## config.mk

```make
export PLATFORM = sky130hd
export DESIGN_NAME = fifo_sync_param
export DESIGN_NICKNAME = d
export VERILOG_FILES = /design/src/rtl/fifo_sync_param.sv
export SDC_FILE = /design/constraint.sdc
export NUM_CORES = 1
export LEC_CHECK = 0
export CORE_AREA = 2 2 88 90
export CTS_CLUSTER_DIAMETER = 150
export DETAILED_ROUTE_END_ITERATION = 8
export DIE_AREA = 0 0 90 92
export PLACE_DENSITY = 0.7
export SLEW_MARGIN = 10
export SYNTH_ARGS = -nofsm -noshare
export SYNTH_HDL_FRONTEND = slang
export SYNTH_SLANG_ARGS = --single-unit
```

## constraint.sdc

```tcl
create_clock -name clk -period 3 [get_ports clk]
set_input_delay 0.6 -clock clk [delete_from_list [all_inputs] [get_ports clk]]
set_output_delay 0.6 -clock clk [all_outputs]
set_load 0.01 [all_outputs]
```

## src/rtl/fifo_sync_param.sv

```systemverilog
// fifo_sync_param
// ---------------
// Parametrised single-clock FIFO that sits between the SPI shift logic and
// the host-side interface. It has two read modes:
//   - standard: data_out is registered and updates on a pop.
//   - first-word-fall-through: data_out shows the head word combinationally.
// All status flags are decoded from the registered occupancy counter, so
// read/write never reach full/empty/count through combinational logic.
//
// Ports:
//   clk          rising-edge system clock
//   rst_n        asynchronous active-low reset
//   enable       global enable; gates push, pop and error-flag setting
//   write        push request
//   read         pop request
//   data_in      write data (DATA_W bits)
//   data_out     read data (DATA_W bits)
//   full         count == DEPTH
//   empty        count == 0
//   almost_full  count >= AF_LEVEL
//   almost_empty count <= AE_LEVEL
//   count        occupancy, 0..DEPTH
//   overflow     sticky, set when a write is rejected
//   underflow    sticky, set when a read is rejected
//   clr_err      synchronous clear of overflow/underflow, ignores enable

module fifo_sync_param #(
    parameter int DATA_W   = 8,
    parameter int DEPTH    = 8,
    parameter int AF_LEVEL = 6,
    parameter int AE_LEVEL = 1,
    parameter int FWFT     = 0
) (
    input  logic                      clk,
    input  logic                      rst_n,
    input  logic                      enable,
    input  logic                      write,
    input  logic                      read,
    input  logic [DATA_W-1:0]         data_in,
    output logic [DATA_W-1:0]         data_out,
    output logic                      full,
    output logic                      empty,
    output logic                      almost_full,
    output logic                      almost_empty,
    output logic [$clog2(DEPTH):0]    count,
    output logic                      overflow,
    output logic                      underflow,
    input  logic                      clr_err
);

    localparam int AW = $clog2(DEPTH);
    localparam int CW = AW + 1;
    localparam logic [AW-1:0] PTR_ONE = AW'(1);
    localparam logic [CW-1:0] CNT_ONE = CW'(1);

    logic [DATA_W-1:0] mem [DEPTH];
    logic [AW-1:0]     wr_ptr;
    logic [AW-1:0]     rd_ptr;
    logic              rd_ok;
    logic              wr_ok;

    // Flags come straight from the registered count.
    assign full         = (count == CW'(DEPTH));
    assign empty        = (count == '0);
    assign almost_full  = (count >= CW'(AF_LEVEL));
    assign almost_empty = (count <= CW'(AE_LEVEL));

    // A pop needs data present; a push into a full FIFO is only allowed when
    // a pop frees a slot in the same cycle. A write into an empty FIFO never
    // satisfies a same-cycle read (no bypass path).
    assign rd_ok = enable & read & ~empty;
    assign wr_ok = enable & write & (~full | rd_ok);

    // Storage array; deliberately left out of reset.
    always_ff @(posedge clk) begin
        if (wr_ok) begin
            mem[wr_ptr] <= data_in;
        end
    end

    // Pointers wrap naturally; count moves only when exactly one side acts.
    always_ff @(posedge clk or negedge rst_n) begin
        if (!rst_n) begin
            wr_ptr <= '0;
            rd_ptr <= '0;
            count  <= '0;
        end else begin
            if (wr_ok) begin
                wr_ptr <= wr_ptr + PTR_ONE;
            end
            if (rd_ok) begin
                rd_ptr <= rd_ptr + PTR_ONE;
            end
            case ({wr_ok, rd_ok})
                2'b10:   count <= count + CNT_ONE;
                2'b01:   count <= count - CNT_ONE;
                default: count <= count;
            endcase
        end
    end

    // Sticky error flags: a new error in the same cycle beats clr_err.
    always_ff @(posedge clk or negedge rst_n) begin
        if (!rst_n) begin
            overflow  <= 1'b0;
            underflow <= 1'b0;
        end else begin
            if (enable & write & ~wr_ok) begin
                overflow <= 1'b1;
            end else if (clr_err) begin
                overflow <= 1'b0;
            end
            if (enable & read & ~rd_ok) begin
                underflow <= 1'b1;
            end else if (clr_err) begin
                underflow <= 1'b0;
            end
        end
    end

    // Read-data path depends on the selected mode.
    generate
        if (FWFT != 0) begin : g_fwft
            assign data_out = empty ? '0 : mem[rd_ptr];
        end else begin : g_std
            logic [DATA_W-1:0] dout_q;

            // Registered output: only a successful pop loads a new word.
            always_ff @(posedge clk or negedge rst_n) begin
                if (!rst_n) begin
                    dout_q <= '0;
                end else if (rd_ok) begin
                    dout_q <= mem[rd_ptr];
                end
            end

            assign data_out = dout_q;
        end
    endgenerate

endmodule

```

==> summary.md, run 1 <==
| Metric | Value |
|---|---|
| Cell Pwr Density | 890 mW/mm² |
| Slew headroom | 40.8% |
| Die ar. | 0.00828 mm² |
| Final #Nets | 306 |
| Syn_nets | 263 |
| Highest clock rate | 373 MHz |
| Worst path max stage delay | 0.60 ns |
| Mapped Avg Cell Area | 14.7 µm² |
| Hold Vio Cnt, Final | 0 |
| CP top delay family | buffers and inverters |
| Clock transition at the registers of the reported paths | 0.08 ns |
| Register-to-Register Path Depth | 7 |
| Final setup viols | 0 |
| Port Buffers | 31 |
| Flops & latches, synth | 84 |
| CP max-delay cell | clkdlybuf4s50_1 |
| Initial antenna violation count | 0 |
| Via density | 5.21 |
| 1st-iter DRT viols | 132 |
| Clock Root Buffer | clkbuf_8 |
| Core area | 0.00745 mm² |
| Final Max Slew Viols | 0 |
| CP Buf/Inv Count | 2 |
| Data arrival, critical path | 2.08 ns |
| CTS max path bufs | 2 |
| Post-route cell area | 0.00426 mm² |
| Startpoint types | register |
| Syn Inst Count | 242 |
| Die W | 90 µm |
| Total negative slack | 0 ns |
| P_leak | 0.00161 µW |
| Hold crit path type | reg -> reg |
| Vias post-DR | 2043 |
| Clock sink count | 84 |
| Area Overhead vs Synth | 19.6% |
| Number of synthesized flops with an enable pin | 64 |
| Post-route ant nets | 0 |
| Clk_skew | 0.00701 ns |
| CTS buffer count | 9 |
| Critical Path Sink Type | output pin |
| GPL Wtd Cong | 0.817 |
| R2r startpoint | count[1] |
| Top-area cell type share of the netlist area | 54.0% |
| I/O Pins | 32 |
| Seq/Total Area, Yosys | 68.0% |
| GRT Overall Usage | 17.7% |
| Count leader, synth | edfxtp_1 |
| WHS Endpoint | data_out[0] |
| Peak supply drop | 0.384 mV |
| Synth cell types | 37 |
| Layout cells sized above 1 | 12.4% |
| Clk_lat worst skew | 0.35 ns |
| Cell count of the worst hold path | 2 |
| Vias in the first global route | 2017 |
| R2r endpoint | mem[0][5] |
| CTS tree | built |
| First-pass GRT wire length | 10700 µm |
| N_diodes | 0 |
| Postcts setup bufs | 0 |
| Final Critical Period | 2.68 ns |
| CP Depth | 4 |
| DRC | 0 |
| RSZ-0062 raised after global routing | false |
| Hold path start | data_out[0] |
| Asr flop ratio synth | 23.8% |
| H-tree lvl count | 3 |
| Worst-margin pin slew | 0.887 ns |
| Critical-path cell list | inv_1 -> ha_1 -> nor3b_4 -> clkdlybuf4s50_1 |
| Final wirelength | 6920 µm |
| Die Height | 92 µm |
| Status | complete, no violations |
| Resized cells post-CTS | 0 |
| Placed instance area | 0.00402 mm² |
| DR WL/cell | 17.6 µm |
| Area contributors post-synth | edfxtp_1 54%, dfrtp_1 14%, mux2i_1 9.0% |
| Post-DP HPWL | 4710 µm |
| Yosys warning total | 0 |
| Initial DRT Pass Iterations | 4 |
| Initial Util | 47.8% |
| Final Cycle Share | 89.5% |
| Hold_buf cts | 0 |
| Mapped Area | 0.00356 mm² |
| Grt ovf | 0 |
| Largest fanout on the critical path | 9 |
| Synth cell count leaders | 64 x edfxtp_1, 32 x mux2i_1, 27 x nand2_1, 20 x dfrtp_1, 16 x a22oi_1 |
| Largest net degree at the start of global routing | 32 |
| CP required | 2.40 ns |
| R2R setup slack | 0.99 ns |
| CP Class | reg -> out |
| Max_cap viols | 0 |
| Primary FF master, synth | edfxtp_1 |
| Post-synth top area cell | edfxtp_1 |
| Floorplan row count | 32 |
## sequential cells by signal (all words and copies together) (netlist names)
| name | flops |
|---|---|
| rd_ptr | 3 |
| overflow | 1 |
| wr_ptr | 3 |
| mem | 64 |
| data_out | 8 |
| count | 4 |
| underflow | 1 |
## worst register-to-register path, stage by stage, from the launching register on
cell,delay (ns)
dfrtp_1,0.49
inv_1,0.14
ha_1,0.23
nand4bb_1,0.16
and2b_4,0.21
nand2b_1,0.12
nor3_1,0.17
buf_4,0.21
## layout by cell type (no fill, tap or decap), types with 7 or more instances in the layout
master           Yosys  routed
clkdlybuf4s50_1      0      31
clkbuf_8             0       9
a22oi_1             16      16
ha_1                 7       7
xnor2_1              7       7
nor2_1              10      10
mux2i_1             32      32
edfxtp_1            64      64
nand3_1              9       9
dfrtp_1             20      19
nand2_1             27      27
buf_4                5      12
## power breakdown
| part | total (µW) | leakage [µW] | internal [µW] | switching [µW] |
|---|---|---|---|---|
| Clock | 945 | 0.000117 | 554 | 391 |
| Combinational | 1120 | 0.000676 | 605 | 519 |
| Sequential | 1720 | 0.000821 | 1450 | 276 |
## routing by layer
metal	part of all wire [%]	up-vias	global-route usage (%)
li1	-	980	-
met1	46	997	23.6
met2	47	50	28.0
met3	5.0	16	3.70
met4	2.2	0	8.08
met5	0	-	0
## cells by family (layout without fill, tap and decap cells)
| family | count (synthesis) | count (layout) | synth area share [%] |
|---|---|---|---|
| AND/OR/NAND/NOR | 67 | 67 | 9.94 |
| XOR/XNOR | 8 | 8 | 2.18 |
| buffers and inverters | 16 | 64 | 2.49 |
| multiplexers | 33 | 33 | 9.31 |
| AO/OA/AOI/OAI | 27 | 27 | 5.62 |
| flip-flops | 84 | 84 | 68.0 |
| adder cells (fa/ha/maj) | 7 | 7 | 2.46 |
## how the worst max path moves through the flow
stage	from	endpoint	slack, ns
after floorplan	count[1]	mem[0][0]	0.80
after global placement	write	mem[1][3]	0.63
after detailed placement	write	mem[0][3]	0.57
after CTS	count[1]	empty	0.29
after global routing	count[1]	empty	0.22
final	count[1]	empty	0.32
## final cells by class
class,count,area (µm²)
fill,644,3190
sequential,84,2420
multi-input combinational,142,1050
timing repair buffer,43,400
clock buffer,10,128
tap,102,128
clock inverter,6,111
inverter,5,18.8
## through the flow
| stage | cells | worst slack [ns] | hold slack (ns) | util [%] | total power (µW) |
|---|---|---|---|---|---|
| after floorplan | 242 | 0.795 | 0.304 | - | 2430 |
| after global placement | 376 | 0.629 | 0.458 | 54.0 | 2860 |
| after detailed placement | 376 | 0.568 | 0.463 | 54.0 | 2890 |
| after CTS | 392 | 0.290 | 0.483 | 57.2 | 3840 |
| after global routing | 392 | 0.219 | 0.507 | 57.2 | 4010 |
| final | 392 | 0.316 | 0.475 | 57.2 | 3790 |
No activity file was read; power rests on OpenSTA's default activity.
==> inputs of run 2 (changes only) <==
==> config.mk (replaced) <==
export PLATFORM = sky130hd
export DESIGN_NAME = fifo_sync_param
export DESIGN_NICKNAME = d
export VERILOG_FILES = /design/src/rtl/fifo_sync_param.sv
export SDC_FILE = /design/constraint.sdc
export NUM_CORES = 1
export LEC_CHECK = 0
export CORE_AREA = 2 2 98 100
export CTS_CLUSTER_DIAMETER = 150
export DETAILED_ROUTE_END_ITERATION = 8
export DIE_AREA = 0 0 100 102
export PLACE_DENSITY = 0.59
export SLEW_MARGIN = 25
export SYNTH_ARGS = -nofsm -noshare
export SYNTH_HDL_FRONTEND = slang
export SYNTH_SLANG_ARGS = --single-unit
==> run 2 against run 1 <==
Core utilization shrank 11 points. Critical endpoint unchanged. Flip-flop and latch count unchanged. Non-clock buffer count fell by 1. Register-to-register slack better by 0.02 ns.
==> summary.md, run 2 (same netlist as run 1, synthesis figures left out) <==
| Metric | Value |
|---|---|
| Largest net degree at the start of global routing | 32 (unchanged) |
| Cell Pwr Density | 851 mW/mm² (-4.4%) |
| Largest fanout on the critical path | 9 (unchanged) |
| R2R setup slack | 1.01 ns (+0.02 ns) |
| Port Buffers | 31 (unchanged) |
| Final wirelength | 6760 µm (-2.3%) |
| P_leak | 0.00158 µW (-2.1%) |
| Core area | 0.00911 mm² (+22%) |
| Die ar. | 0.0102 mm² (+23%) |
| Worst-margin pin slew | 0.950 ns (+0.0630 ns) |
| Max_cap viols | 0 (unchanged) |
| Postcts setup bufs | 0 (unchanged) |
| Via density | 4.95 (-5.1%) |
| Worst path max stage delay | 0.59 ns (about the same) |
| CTS tree | built |
| Hold crit path type | reg -> reg |
| CP required | 2.40 ns (about the same) |
| Clock Root Buffer | clkbuf_8 |
| CP Class | reg -> out |
| Final #Nets | 305 (-0.33%) |
| Status | complete, no violations |
| Peak supply drop | 0.293 mV (-24%) |
| DP Cell Count | 384 (+2.1%) |
| Resized cells post-CTS | 0 (unchanged) |
| Pwr Total | 3580 µW (-5.6%) |
| Final setup viols | 0 (unchanged) |
| Die Height | 102 µm (+11%) |
| CTS max path bufs | 2 (unchanged) |
| N_diodes | 0 (unchanged) |
| Max reg flops | 64 (unchanged) |
| Critical-path cell list | inv_1 -> ha_1 -> nor3b_4 -> clkdlybuf4s50_1 |
| Crit path launch | count[1] |
| CP top delay family | buffers and inverters |
| Hold Vio Cnt, Final | 0 (unchanged) |
| Highest clock rate | 372 MHz (about the same) |
| Final Cycle Share | 89.5% (about the same) |
| Initial DRT Pass Iterations | 4 (unchanged) |
| Grt ovf | 0 (unchanged) |
| Post-DP HPWL | 4630 µm (-1.7%) |
| Area Overhead vs Synth | 18.1% |
| Hold_buf cts | 0 (unchanged) |
| Startpoint types | register |
| GRT Overall Usage | 14.3% (-3.3 points) |
| DRC | 0 (unchanged) |
| Critical Path Sink Type | output pin |
| First-pass GRT wire length | 10500 µm (-2.0%) |
| Initial Util | 39.1% (-8.7 points) |
| I/O Pins | 32 (unchanged) |
| RSZ-0062 raised after global routing | false |
| Hold path start | data_out[1] |
| Layout cells sized above 1 | 12.5% (+0.043 points) |
| Clk_lat worst skew | 0.35 ns (about the same) |
| Clk_skew | 0.00694 ns (-0.0000698 ns) |
| GPL Wtd Cong | 0.792 (-3.1%) |
| H-tree lvl count | 3 (unchanged) |
| Most common cell after layout, fill and taps aside | edfxtp_1 |
| Clock sink count | 84 (unchanged) |
| CTS buffer count | 9 (unchanged) |
| Vias in the first global route | 1972 (-2.2%) |
| Post-route insts no fill | 400 (+2.0%) |
| Final Critical Period | 2.69 ns (+0.00216 ns) |
| Commonest cells after routing, fill and taps aside | 64 x edfxtp_1, 32 x mux2i_1, 31 x clkdlybuf4s50_1, 27 x nand2_1, 19 x dfrtp_1 |
| Vias post-DR | 1979 (-3.1%) |
| 1st-iter DRT viols | 115 (-13%) |
| Total negative slack | 0 ns (unchanged) |
| Data arrival, critical path | 2.09 ns (about the same) |
| Final Max Slew Viols | 0 (unchanged) |
| Floorplan row count | 35 (+9.4%) |
| DR WL/cell | 16.9 µm (-4.2%) |
| CP max-delay cell | clkdlybuf4s50_1 |
| Die W | 100 µm (+11%) |
| CP Buf/Inv Count | 2 (unchanged) |
| Largest Register | mem |
| Initial antenna violation count | 0 (unchanged) |
| R2r startpoint | count[1] |
| Slew headroom | 36.6% (-4.2 points) |
| Clock transition at the registers of the reported paths | 0.08 ns (about the same) |
| Post-route ant nets | 0 (unchanged) |
## run 2: cell types whose count changed in the layout (fill, tap and decap cells not counted), sizes merged
cell	previous run	this run
clkinvlp	1	2
buf	12	11
inv	6	9
bufinv	3	0
clkbuf	10	9
## run 2: through the flow
stage	setup slack [ns]	instance area [µm²]	hold WS, ns	utilization [%]
global placement	0.642	4030	0.461	44.2
detailed placement	0.605	4030	0.465	44.2
floorplan	0.795	3560	0.304	-
global route	0.178	4210	0.498	46.2
finish	0.314	4210	0.477	46.2
CTS	0.296	4210	0.485	46.2
## run 2: final cells by class
type	count	area (µm²)
Fill cell	832	4900
Multi-Input combinational cell	142	1050
Sequential cell	84	2420
Timing Repair Buffer	42	393
Clock inverter	7	57.6
Inverter	5	18.8
Tap cell	111	139
Clock buffer	9	124
## run 2: metal layers
metal / up-vias / global-route usage, % / share of wire (%)
li1: 981 / - / -
met1: 942 / 19.6 / 49
met2: 49 / 21.7 / 45
met3: 7 / 4.58 / 4.6
met4: 0 / 5.16 / 1.2
met5: - / 0 / 0
## run 2: worst paths after layout
| path | endpoint | cells after the start |
|---|---|---|
| min in group asynchronous | data_out[0] | 2 |
| setup / recovery | empty | 4 |
| max in group asynchronous | rd_ptr[0] | 2 |
| hold / removal | data_out[1] | 2 |
| setup reg to reg | mem[0][7] | 7 |
| hold reg to reg | data_out[1] | 2 |
## run 2: power by group
part | internal (µW) | switching, µW
clock network | 313 | 434
logic | 598 | 513
registers | 1440 | 277
total | 2360 | 1220
## run 2: worst reg2reg max path, stage by stage (launching register included)
cell and delay (ns):
dfrtp_1 0.50, inv_1 0.14, ha_1 0.24, nand4bb_1 0.16
and2b_4 0.21, nand2b_1 0.12, nor3_1 0.15, buf_4 0.20
==> edit (flow settings as in run 2) <==
`FWFT`: 0 -> 1.
--- a/src/rtl/fifo_sync_param.sv
+++ b/src/rtl/fifo_sync_param.sv
@@ -29,7 +29,7 @@
     parameter int DEPTH    = 8,
     parameter int AF_LEVEL = 6,
     parameter int AE_LEVEL = 1,
-    parameter int FWFT     = 0
+    parameter int FWFT     = 1
 ) (
     input  logic                      clk,
     input  logic                      rst_n,
Formal check against the unedited RTL: not equivalent (Yosys sat finds a counterexample within 4 cycles, from zero or initial values and one cycle with rst_n low).
==> edit against run 2 <==
  * Routed wire length is 9.8% lower
  * Power is 3.8% higher
  * Worst setup slack worse by 0.16 ns
  * Synthesized area is 9.1% lower
  * Critical endpoint is now data_out[2]
  * Sequential cell count is 8 lower
  * Worst hold slack better by 0.048 ns
  * Synthesized cell count is 23% lower
  * Design area is 4.9% lower
==> edit: results <==
set metrics [dict create \
    crit_path_max_incr_delay_ns 0.47 \
    wl_met2_um 3030 \
    dp.final_hpwl_um 3920 \
    synth-edff-count 64 \
    async_flop_share 0.158 \
    reg2reg_from "count[0]" \
    vias_per_cell 4.99 \
    drtIter0Drc 136 \
    holdCritStartpoint "wr_ptr[0]" \
    routed-wl-met3_um 152 \
    regArea_um2 2230 \
    holdWs_ns 0.525 \
    fillers 821 \
    outcome "finished, final reports clean" \
    inverters_excl_clock 6 \
    min_to "wr_ptr[0]" \
    bufAreaShareNonClock 0.107 \
    clock_area_frac 0.0594 \
    fin_skew_ns 0.00702 \
    place_ws_ns 0.277 \
    routedWlPerCell_um 17.4 \
    r2r_setup_slack_ns 0.88 \
    min_path_cells 1 \
    r2r-end "mem[0][5]" \
    cts_sinks 76 \
    via_count 1748 \
    yosysSeqAreaShare 0.686 \
    max_slew_margin 0.569 \
    p_leak_uw 0.00139 \
    gp_congestion 0.774 \
    critPathArrivalTime_ns 2.25 \
    synth_area_leaders "edfxtp_1 (59%), mux4_2 (11%), dfrtp_1 (9.3%), mux2i_1 (2.5%), ha_1 (2.3%)" \
    syn_nets 206 \
    power.density_nw_per_um2 929 \
    ys_top_cells_by_count "edfxtp_1 (64), nor2_1 (19), mux4_2 (16)" \
    syn_area_per_cell_um2 17.4 \
    synthDistinctLibCells 35 \
    multi_input_comb_cells 96 \
    layout-drive-gt1-share 0.234 \
    setup_slack_ns 0.151 \
    nNonClkBuffers 45 \
]
## edit: kinds of logic (layout without fill, tap and decap cells)
group | Yosys count | count (layout) | share of synthesized area
AOI/OAI and AO/OA | 15 | 15 | 0.0382
and+or+nand+nor | 41 | 41 | 0.0622
DFF | 76 | 76 | 0.686
muxes | 27 | 27 | 0.146
buffers and inverters | 14 | 67 | 0.0251
xor gates and xnor gates | 7 | 7 | 0.0189
adders and majority gates | 6 | 6 | 0.0232
## edit: timing repair
item	CTS	global route
hold buffers	0	0
setup endpoints to repair	9	9
resized for setup	1	5
## edit: routing by layer
layer | up-vias | global-route usage
met4 | 0 | 0.0632
met3 | 10 | 0.0260
met2 | 26 | 0.211
met1 | 893 | 0.172
li1 | 819 | -
met5 | - | 0
## edit: power by group
| group | leakage (µW) | switching [µW] | internal [µW] |
|---|---|---|---|
| registers | 0.000722 | 207 | 1290 |
| clock network | 0.000115 | 371 | 550 |
| logic | 0.000554 | 546 | 752 |
| total | 0.00139 | 1120 | 2590 |
